<file path="src/rtl/wb_pkg.sv">
// wb_pkg: shared size encodings, store-entry layout and occupancy width for the commit unit
package wb_pkg;
    typedef enum logic [1:0] {SZ_8 = 2'd0, SZ_16 = 2'd1, SZ_32 = 2'd2, SZ_64 = 2'd3} sz_e;
    localparam int DEF_ADDR_W = 32;
    localparam int DEF_DATA_W = 64;
    typedef struct packed {
        logic [DEF_ADDR_W-1:0] addr;
        logic [DEF_DATA_W-1:0] data;
        sz_e                   size;
    } sq_entry_t;
    function automatic int cnt_w(input int depth);
        return $clog2(depth) + 1;
    endfunction
endpackage

</file>
<file path="src/rtl/wb_commit_unit_if.sv">
// wb_commit_unit_if: store-queue head to data-cache write port, valid/ready handshake
interface wb_commit_unit_if #(parameter int ADDR_W = 32, parameter int DATA_W = 64);
    logic              mem_req_valid;
    logic              mem_req_ready;
    logic [ADDR_W-1:0] mem_req_addr;
    logic [DATA_W-1:0] mem_req_data;
    logic [1:0]        mem_req_size;
    modport master (output mem_req_valid, mem_req_addr, mem_req_data, mem_req_size, input mem_req_ready);
    modport slave (input mem_req_valid, mem_req_addr, mem_req_data, mem_req_size, output mem_req_ready);
endinterface

</file>
<file path="src/rtl/wb_store_queue.sv">
// wb_store_queue: circular FIFO taking up to NUM_CH compacted pushes and one pop per cycle
module wb_store_queue
    import wb_pkg::*;
#(
    parameter int  NUM_CH = 4,
    parameter int  DEPTH  = 8,
    parameter type entry_t = sq_entry_t,
    localparam int CW = cnt_w(DEPTH)
) (
    input  logic                    clk,
    input  logic                    rst,
    input  logic [NUM_CH-1:0]       push_mask,
    input  entry_t [NUM_CH-1:0]     push_data,
    input  logic                    pop,
    output logic [CW-1:0]           count,
    output entry_t                  head
);
    localparam int PW = $clog2(DEPTH);
    entry_t        mem [DEPTH];
    logic [PW-1:0] wr_ptr, rd_ptr;
    logic [PW-1:0] ofs [NUM_CH];
    logic [CW-1:0] n_push;
    // each pushing channel lands at wr_ptr plus the number of pushing channels below it
    always_comb begin
        n_push = '0;
        for (int i = 0; i < NUM_CH; i++) begin
            ofs[i] = n_push[PW-1:0];
            n_push = n_push + CW'(push_mask[i]);
        end
    end
    always_ff @(posedge clk) begin
        if (rst) begin
            wr_ptr <= '0;
            rd_ptr <= '0;
            count  <= '0;
        end else begin
            wr_ptr <= wr_ptr + n_push[PW-1:0];
            rd_ptr <= rd_ptr + PW'(pop);
            count  <= count + n_push - CW'(pop);
        end
    end
    always_ff @(posedge clk) begin
        for (int i = 0; i < NUM_CH; i++)
            if (push_mask[i]) mem[wr_ptr + ofs[i]] <= push_data[i];
    end
    assign head = mem[rd_ptr];
endmodule

</file>
<file path="src/rtl/wb_commit_unit.sv">
// wb_commit_unit: writeback/commit gating, atomic store-queue push and fault/interrupt qualification
module wb_commit_unit
    import wb_pkg::*;
#(
    parameter int  NUM_CH = 4,
    parameter int  DATA_W = 64,
    parameter int  ADDR_W = 32,
    parameter int  IDX_W  = 3,
    parameter int  DEPTH  = 8,
    localparam int CW = cnt_w(DEPTH)
) (
    input  logic                     clk,
    input  logic                     rst,
    input  logic                     valid_in,
    output logic                     stall,
    input  logic [NUM_CH*DATA_W-1:0] res_data,
    input  logic [NUM_CH*ADDR_W-1:0] res_dest,
    input  logic [NUM_CH-1:0]        res_isReg,
    input  logic [NUM_CH-1:0]        res_isSeg,
    input  logic [NUM_CH-1:0]        res_isMem,
    input  logic [NUM_CH-1:0]        res_wb,
    input  logic [1:0]               res_size,
    input  logic                     IE_in,
    input  logic                     interrupt_in,
    output logic [NUM_CH-1:0]        reg_ld,
    output logic [NUM_CH-1:0]        seg_ld,
    output logic [NUM_CH*IDX_W-1:0]  reg_addr,
    output logic [NUM_CH*DATA_W-1:0] wr_data,
    wb_commit_unit_if.master         mem,
    output logic [CW-1:0]            sq_count,
    output logic                     final_IE_val,
    output logic                     valid_out
);
    typedef struct packed {
        logic [ADDR_W-1:0] addr;
        logic [DATA_W-1:0] data;
        sz_e               size;
    } entry_t;
    logic [NUM_CH-1:0]  mem_ch;
    logic [CW-1:0]      n_mem, free;
    logic               accept, commit;
    entry_t [NUM_CH-1:0] ent;
    entry_t             head;
    assign mem_ch = res_isMem & res_wb;
    always_comb begin
        n_mem = '0;
        for (int i = 0; i < NUM_CH; i++) n_mem = n_mem + CW'(mem_ch[i]);
    end
    // free space uses the registered count only, keeping mem_req_ready off the stall path
    assign free         = CW'(DEPTH) - sq_count;
    assign stall        = valid_in & ~rst & (n_mem > free);
    assign accept       = valid_in & ~stall & ~rst;
    assign commit       = accept & ~IE_in;
    assign valid_out    = accept;
    assign final_IE_val = accept & (IE_in | interrupt_in);
    assign reg_ld       = {NUM_CH{commit}} & res_isReg & res_wb;
    assign seg_ld       = {NUM_CH{commit}} & res_isSeg & res_wb;
    assign wr_data      = res_data;
    for (genvar i = 0; i < NUM_CH; i++) begin : g_ch
        assign reg_addr[i*IDX_W +: IDX_W] = res_dest[i*ADDR_W +: IDX_W];
        assign ent[i] = '{addr: res_dest[i*ADDR_W +: ADDR_W], data: res_data[i*DATA_W +: DATA_W], size: sz_e'(res_size)};
    end
    assign mem.mem_req_valid = sq_count != '0;
    assign mem.mem_req_addr  = head.addr;
    assign mem.mem_req_data  = head.data;
    assign mem.mem_req_size  = head.size;
    wb_store_queue #(.NUM_CH(NUM_CH), .DEPTH(DEPTH), .entry_t(entry_t)) u_sq (
        .clk       (clk),
        .rst       (rst),
        .push_mask (mem_ch & {NUM_CH{commit}}),
        .push_data (ent),
        .pop       (mem.mem_req_valid & mem.mem_req_ready),
        .count     (sq_count),
        .head      (head)
    );
endmodule

</file>
<file path="src/flat_wrapper.sv">
// flat-port wrapper written by rule: the top's interface ports become plain ports
module wb_commit_unit_flat import wb_pkg::*;
#(
    parameter int  NUM_CH = 4,
    parameter int  DATA_W = 64,
    parameter int  ADDR_W = 32,
    parameter int  IDX_W  = 3,
    parameter int  DEPTH  = 8,
    localparam int CW = cnt_w(DEPTH)
)
  (clk, rst, valid_in, stall, res_data, res_dest, res_isReg, res_isSeg, res_isMem, res_wb, res_size, IE_in, interrupt_in, reg_ld, seg_ld, reg_addr, wr_data, sq_count, final_IE_val, valid_out, mem_mem_req_valid, mem_mem_req_addr, mem_mem_req_data, mem_mem_req_size, mem_mem_req_ready);
  wb_commit_unit_if #(.ADDR_W(ADDR_W), .DATA_W(DATA_W)) mem_i ();
  input  logic clk;
  input  logic rst;
  input  logic valid_in;
  output logic stall;
  input  logic [NUM_CH*DATA_W-1:0] res_data;
  input  logic [NUM_CH*ADDR_W-1:0] res_dest;
  input  logic [NUM_CH-1:0] res_isReg;
  input  logic [NUM_CH-1:0] res_isSeg;
  input  logic [NUM_CH-1:0] res_isMem;
  input  logic [NUM_CH-1:0] res_wb;
  input  logic [1:0] res_size;
  input  logic IE_in;
  input  logic interrupt_in;
  output logic [NUM_CH-1:0] reg_ld;
  output logic [NUM_CH-1:0] seg_ld;
  output logic [NUM_CH*IDX_W-1:0] reg_addr;
  output logic [NUM_CH*DATA_W-1:0] wr_data;
  output logic [CW-1:0] sq_count;
  output logic final_IE_val;
  output logic valid_out;
  output wire logic [$bits(mem_i.mem_req_valid)-1:0] mem_mem_req_valid;
  output wire logic [$bits(mem_i.mem_req_addr)-1:0] mem_mem_req_addr;
  output wire logic [$bits(mem_i.mem_req_data)-1:0] mem_mem_req_data;
  output wire logic [$bits(mem_i.mem_req_size)-1:0] mem_mem_req_size;
  input wire logic [$bits(mem_i.mem_req_ready)-1:0] mem_mem_req_ready;
  assign mem_mem_req_valid = mem_i.mem_req_valid;
  assign mem_mem_req_addr = mem_i.mem_req_addr;
  assign mem_mem_req_data = mem_i.mem_req_data;
  assign mem_mem_req_size = mem_i.mem_req_size;
  assign mem_i.mem_req_ready = mem_mem_req_ready;
  wb_commit_unit #(.NUM_CH(NUM_CH), .DATA_W(DATA_W), .ADDR_W(ADDR_W), .IDX_W(IDX_W), .DEPTH(DEPTH)) u_core (.clk(clk), .rst(rst), .valid_in(valid_in), .stall(stall), .res_data(res_data), .res_dest(res_dest), .res_isReg(res_isReg), .res_isSeg(res_isSeg), .res_isMem(res_isMem), .res_wb(res_wb), .res_size(res_size), .IE_in(IE_in), .interrupt_in(interrupt_in), .reg_ld(reg_ld), .seg_ld(seg_ld), .reg_addr(reg_addr), .wr_data(wr_data), .mem(mem_i), .sq_count(sq_count), .final_IE_val(final_IE_val), .valid_out(valid_out));
endmodule
</file>
<file path="config.mk">
export PLATFORM = sky130hd
export DESIGN_NAME = wb_commit_unit_flat
export DESIGN_NICKNAME = d
export VERILOG_FILES = /design/src/rtl/wb_pkg.sv /design/src/rtl/wb_commit_unit_if.sv /design/src/rtl/wb_store_queue.sv /design/src/rtl/wb_commit_unit.sv /design/src/flat_wrapper.sv
export SDC_FILE = /design/constraint.sdc
export NUM_CORES = 2
export LEC_CHECK = 0
export BUFFER_PORTS_ARGS = -buffer_cell sky130_fd_sc_hd__buf_2
export CAP_MARGIN = 10
export CORE_ASPECT_RATIO = 2
export CORE_MARGIN = 2
export CORE_UTILIZATION = 35
export CTS_BUF_LIST = sky130_fd_sc_hd__clkbuf_8
export DETAILED_ROUTE_END_ITERATION = 10
export PLACE_DENSITY = 0.56
export RECOVER_POWER = 100
export SLEW_MARGIN = 20
export SYNTH_ARGS = -nofsm -noshare
export SYNTH_HDL_FRONTEND = slang
export SYNTH_HIERARCHICAL = 1
export SYNTH_SLANG_ARGS = --single-unit
</file>
<file path="constraint.sdc">
create_clock -name clk -period 15 [get_ports clk]
set_clock_uncertainty 0.1 [all_clocks]
set_input_delay 3 -clock clk [delete_from_list [all_inputs] [get_ports clk]]
set_output_delay 3 -clock clk [all_outputs]
set_load 0.005 [all_outputs]
</file>
After elaboration in Yosys (flattened, before gate mapping)
Memory sizes are Yosys's and may differ from the RTL's. A register that Yosys moved wholly into a read port is not among the register bits. Cells that the tools add are included.

Add/subtract/negate cells: 14. $mul: 0. Divide/modulo/power cells: 0. $lt $le $gt $ge: 1. Equality and inequality tests: 0. Shifts and indexed selects: 0. Multiplexer cells: 9. Bitwise logic cells: 17. Reductions and logical operators: 1.

Operators with widths (count): $and A4 B4 Y4 (6); $add A4 B1 Y4 (2); $mux W1 (8); $and A1 B1 Y1 (7); $add A3 B1 Y3 (2); $add A3 B3 Y3 (2); $add A1 B1 Y2 (2); $add A3 B1 Y4 (1); $add A4 B4 Y4 (1); $gt A4 B4 Y1 (1); $reduce_bool A4 Y1 (1); $sub A4 B1 Y4 (1); $sub A4 B4 Y4 const A (1); $add A2 B1 Y3 (1); $add A3 B2 Y3 (1); $mux W3 (1); $not A1 Y1 (3); $or A1 B1 Y1 (1).

Bits in registers: 10. Latch bits: 0. RAM bits: 784. Memory bits (read-only): 0. Input port bits: 408. Output and inout bits: 382. Word-level logic and storage cells: 46. Memories kept: 1.

Memory list: u_core.u_sq.mem (depth 8, width 98, rd ports 1, clocked after memory_dff 1, write ports 4, RTL line wb_store_queue.sv:19) `entry_t mem [DEPTH];`.

Depth between registers and ports, before layout
Depth in word-level cells: 16. Gate-level depth with buffers: 22. Depth with buffers taken out: 20.

Cells and area by module
The synthesis kept the hierarchy.

Modules (own cells, without submodules): wb_store_queue (times used 1, cells each 5455, area each 53755.3 um^2); wb_commit_unit (times used 1, cells each 314, area each 2338.5 um^2).

Least setup slack after synthesis
No wires, ideal clock.

Kind: input -> register. From: input res_wb[0]. To: memory u_core/u_sq/mem[4][0] (netlist bit), enable pin. Library setup time: 1.159 ns. Arrival time: 9.555 ns. Required time: 13.741 ns. Path slack: 4.186 ns. Cell stages on the path: 17. Buffers on the path: 4. Cells stage by stage: and2_1 -> fa_1 -> ha_1 -> ha_1 -> ha_1 -> a211oi_1 -> o31a_1 -> buf_6 -> and2_1 -> fa_1 -> ha_1 -> fa_1 -> clkbuf_1 -> or3_1 -> buf_2 -> clkbuf_1 -> nand3_1.

RTL lines: from (decl) (RTL line flat_wrapper.sv:22) `input logic [NUM_CH-1:0] res_wb;`; to (decl) (RTL line wb_store_queue.sv:19).

==> impl_metrics.csv <==
group,metric,value,unit
run_status,run_status,"complete, but fails checks",
run_status,violations,"capacitance limit, slew limit",
cts,root_buffer,"clkbuf_8",
synth,ys_top_cells_by_count,"nand2_1, edfxtp_1, a221oi_1",
place,place.port_buffers,789,
place,dp_hpwl,159000,um
timing,finalSetupViolCount,0,
power_and_ir_drop,clockPowerShare,0.303,
floorplan,io_pins,790,
floorplan,dieArea,0.164,mm^2
finish,drive_above_1_share,0.176,
routing,ant_nets,0,
routing,firstDrtPassIters,9,
cts,clock_latency,0.79,ns
cts,h-tree-depth,4,
cts,cts_tree,"done",
global_routing,antenna_found_initial,27,
cts,cts_resized,0,
synth,syn_area_per_cell,9.72,um^2
synth,ys_seq_area_frac,0.423,
worst_setup_path,crit_chain,"clkbuf_1 > and2_0 > fa_1 > ha_1 > ha_1 > ha_1 > a211oi_1 > o31a_1 > and2_0 > ha_1 > ha_4 > clkbuf_1 > and3b_1 > nand2_4 > nand2_4 > buf_12",
routing,vias,54800,
worst_setup_path,path_max_fanout,77,
synth,synthFlopType,"edfxtp_1",
power_and_ir_drop,powerDensity,104,mW/mm^2
synth,yosysTopAreaCellShare,0.420,
synth,synth.area.top_cells,"edfxtp_1, a221oi_1, o31ai_1",
synth,synth_top_area_cell,"edfxtp_1",
global_routing,grt_pass1_wl,394000,um
power_and_ir_drop,ir_drop,161,uV
floorplan,die_w,287,um
finish,nNetsFinal,6075,
hold_path,hold_class,"flop to flop",
synth,synth_cells,5769,
worst_setup_path,cpPeakStageDelay,3.23,ns
finish,fillCellCount,15800,
power_and_ir_drop,p_sw_frac,0.333,
worst_setup_path,critPathArrivalTime,13.37,ns
cts,hold_buffers,0,
finish,syn_to_final_growth,6.94,%
power_and_ir_drop,power_frac_comb,0.285,
routing,viasPerCell,7.00,
synth,yosysUniqueCellTypes,52,
synth,async_flop_share,0,
routing,post-route-drc-count,0,
power_and_ir_drop,p_int,0.00416,W
place,placed_cells,7585,
timing,final.period_utilization,0.866,
timing,grt_setup_unrepaired,"no",
worst_setup_path,endpoint_kind,"flop",
worst_setup_path,cp.required,15.37,ns
worst_setup_path,crit_path_frequent_cell,"ha_1",
global_routing,grt_max_degree,197,
cts,clock-sinks,794,
cts,post_cts_buffers,0,
power_and_ir_drop,p_seq_frac,0.412,
worst_setup_path,cp-start-kind,"input pin",
global_routing,grt-ovfl-total,0,
worst_setup_path,worst_path_max_delay_cell,"clkbuf_1",
power_and_ir_drop,leakage,19.0,nW
timing,hold_viol,0,
synth,synth_area,0.0561,mm^2
synth,synthMostInstantiatedCell,"nand2_1",
cts,cts.reportedPaths.clkPinSlew,0.06,ns
routing,drt_iter0_markers,8303,
synth,syn_nets,6207,
timing,slew_headroom,-2.06,
timing,layout_min_cycle_time,13.00,ns
timing,setup-tns-final,0,ns
place,routabilityCongestion,0.863,
global_routing,grt_pass1_vias,53200,
cts,numCtsBuffers,139,
job,drv_cap,20,
synth,synth_edf_count,784,
routing,wl,286000,um
floorplan,die_h,570,um
timing,fmax,76.9,MHz
worst_setup_path,worstSetupPathType,"input pin to flop",
floorplan,start_util,0.353,
timing,drv_slew,916,
synth,ys_ff_latch,794,
floorplan,num_rows,207,
synth,yosys_warnings,6,
timing,tightestPinTransition,4.59,ns
power_and_ir_drop,switchingPower,0.00208,W
cts,clock_path_buffers,4,
global_routing,grt_usage,0.335,
floorplan,core,0.159,mm^2
routing,wire_per_inst,36.5,um
timing,hold_ws,0.627,ns
finish,fin_cells,7833,
## cell families after synthesis
family,count (synthesis),share of synthesized area
AO/OA/AOI/OAI,1780,0.238
XOR/XNOR,15,0.00381
adder cells (fa/ha/maj),30,0.00763
buffers and inverters,1178,0.104
flip-flops,794,0.423
multiplexers,294,0.0984
AND/OR/NAND/NOR,1678,0.125
## layout by cell type (no fill, tap or decap), types with 4 or more instances in the layout
master,Yosys,layout
nor2b_1,9,8
fa_1,7,7
o31ai_1,588,588
clkinv_2,0,6
and2_1,108,5
ha_1,23,22
and2_0,0,100
dfxtp_1,10,8
nor2_1,605,603
mux4_2,196,196
o22ai_1,4,4
nand2_4,0,12
diode_2,0,27
edfxtp_1,784,784
nor3_1,4,5
a21oi_1,7,7
buf_12,0,9
clkbuf_8,0,141
nand3_1,8,7
o21ai_0,362,387
buf_4,326,75
mux2_1,0,62
buf_2,150,486
o21ai_1,31,6
nand2_1,800,788
mux2_2,98,36
inv_1,19,58
and3_1,108,106
xnor2_1,6,6
clkinv_1,0,28
a221oi_1,776,776
a211oi_1,6,6
clkbuf_1,556,311
a311oi_1,4,4
nor2_4,0,9
## sequential cells by signal, summed over array words and instances, names as in the netlist
register and count:
u_core/u_sq/mem 784, u_core/u_sq/count 4, u_core/u_sq/rd_ptr 3, u_core/u_sq/wr_ptr 3
## power by group through the flow
| stage | sequential, W | clock, W | combinational [W] |
|---|---|---|---|
| floorplan | 0.00257 | 0 | 0.00116 |
| global placement | 0.00262 | 0 | 0.00176 |
| detailed placement | 0.00262 | 0 | 0.00176 |
| CTS | 0.00257 | 0.00191 | 0.00177 |
| global route | 0.00258 | 0.00198 | 0.00186 |
| finish | 0.00257 | 0.00189 | 0.00178 |
## path summary, 6_finish.rpt
kind         cells after the start                             from                               end  slack, ns
max                             16                        res_wb[1]  u_core/u_sq/mem[6][67]$_DFFE_PP_       2.00
min                              2  u_core/u_sq/count[0]$_SDFF_PP0_   u_core/u_sq/count[0]$_SDFF_PP0_       0.63
max reg2reg                     14  u_core/u_sq/count[0]$_SDFF_PP0_  u_core/u_sq/mem[6][67]$_DFFE_PP_       4.81
min reg2reg                      2  u_core/u_sq/count[0]$_SDFF_PP0_   u_core/u_sq/count[0]$_SDFF_PP0_       0.63
## per-layer routing
layer	vias up	wire length, um	global-route usage	part of all wire
li1	21600	-	-	-
met1	26600	95300	0.384	0.33
met2	5199	136000	0.559	0.47
met3	1436	32600	0.0691	0.11
met4	8	22600	0.229	0.079
met5	-	49	0	0.00017
## area by class of cell
type	instances	area [um^2]	area share
antenna	27	67.6	0.00113
clock buffer	141	1940	0.0323
clock inverter	79	382	0.00636
inverter	19	71.3	0.00119
multi-input combinational	3797	26700	0.446
sequential	794	23800	0.396
tap	2090	2620	0.0436
timing repair buffer	886	4440	0.0739
## worst max-delay path: cells and delay by family
family | cells | cell delay, ns
compound gates | 2 | 0.94
fa+ha+maj | 6 | 2.30
buf+inv | 3 | 3.92
simple gates | 5 | 2.96
## stage by stage
stage | worst slack [ns] | utilization | cell area, um^2 | power [W]
floorplan | 4.19 | - | 56100 | 0.00373
global placement | 3.35 | 0.365 | 58000 | 0.00437
detailed placement | 3.37 | 0.365 | 58100 | 0.00438
CTS | 4.24 | 0.380 | 60400 | 0.00625
global route | 1.97 | 0.377 | 60000 | 0.00642
finish | 2.00 | 0.377 | 60000 | 0.00624
(Power assumes the default switching activity.)
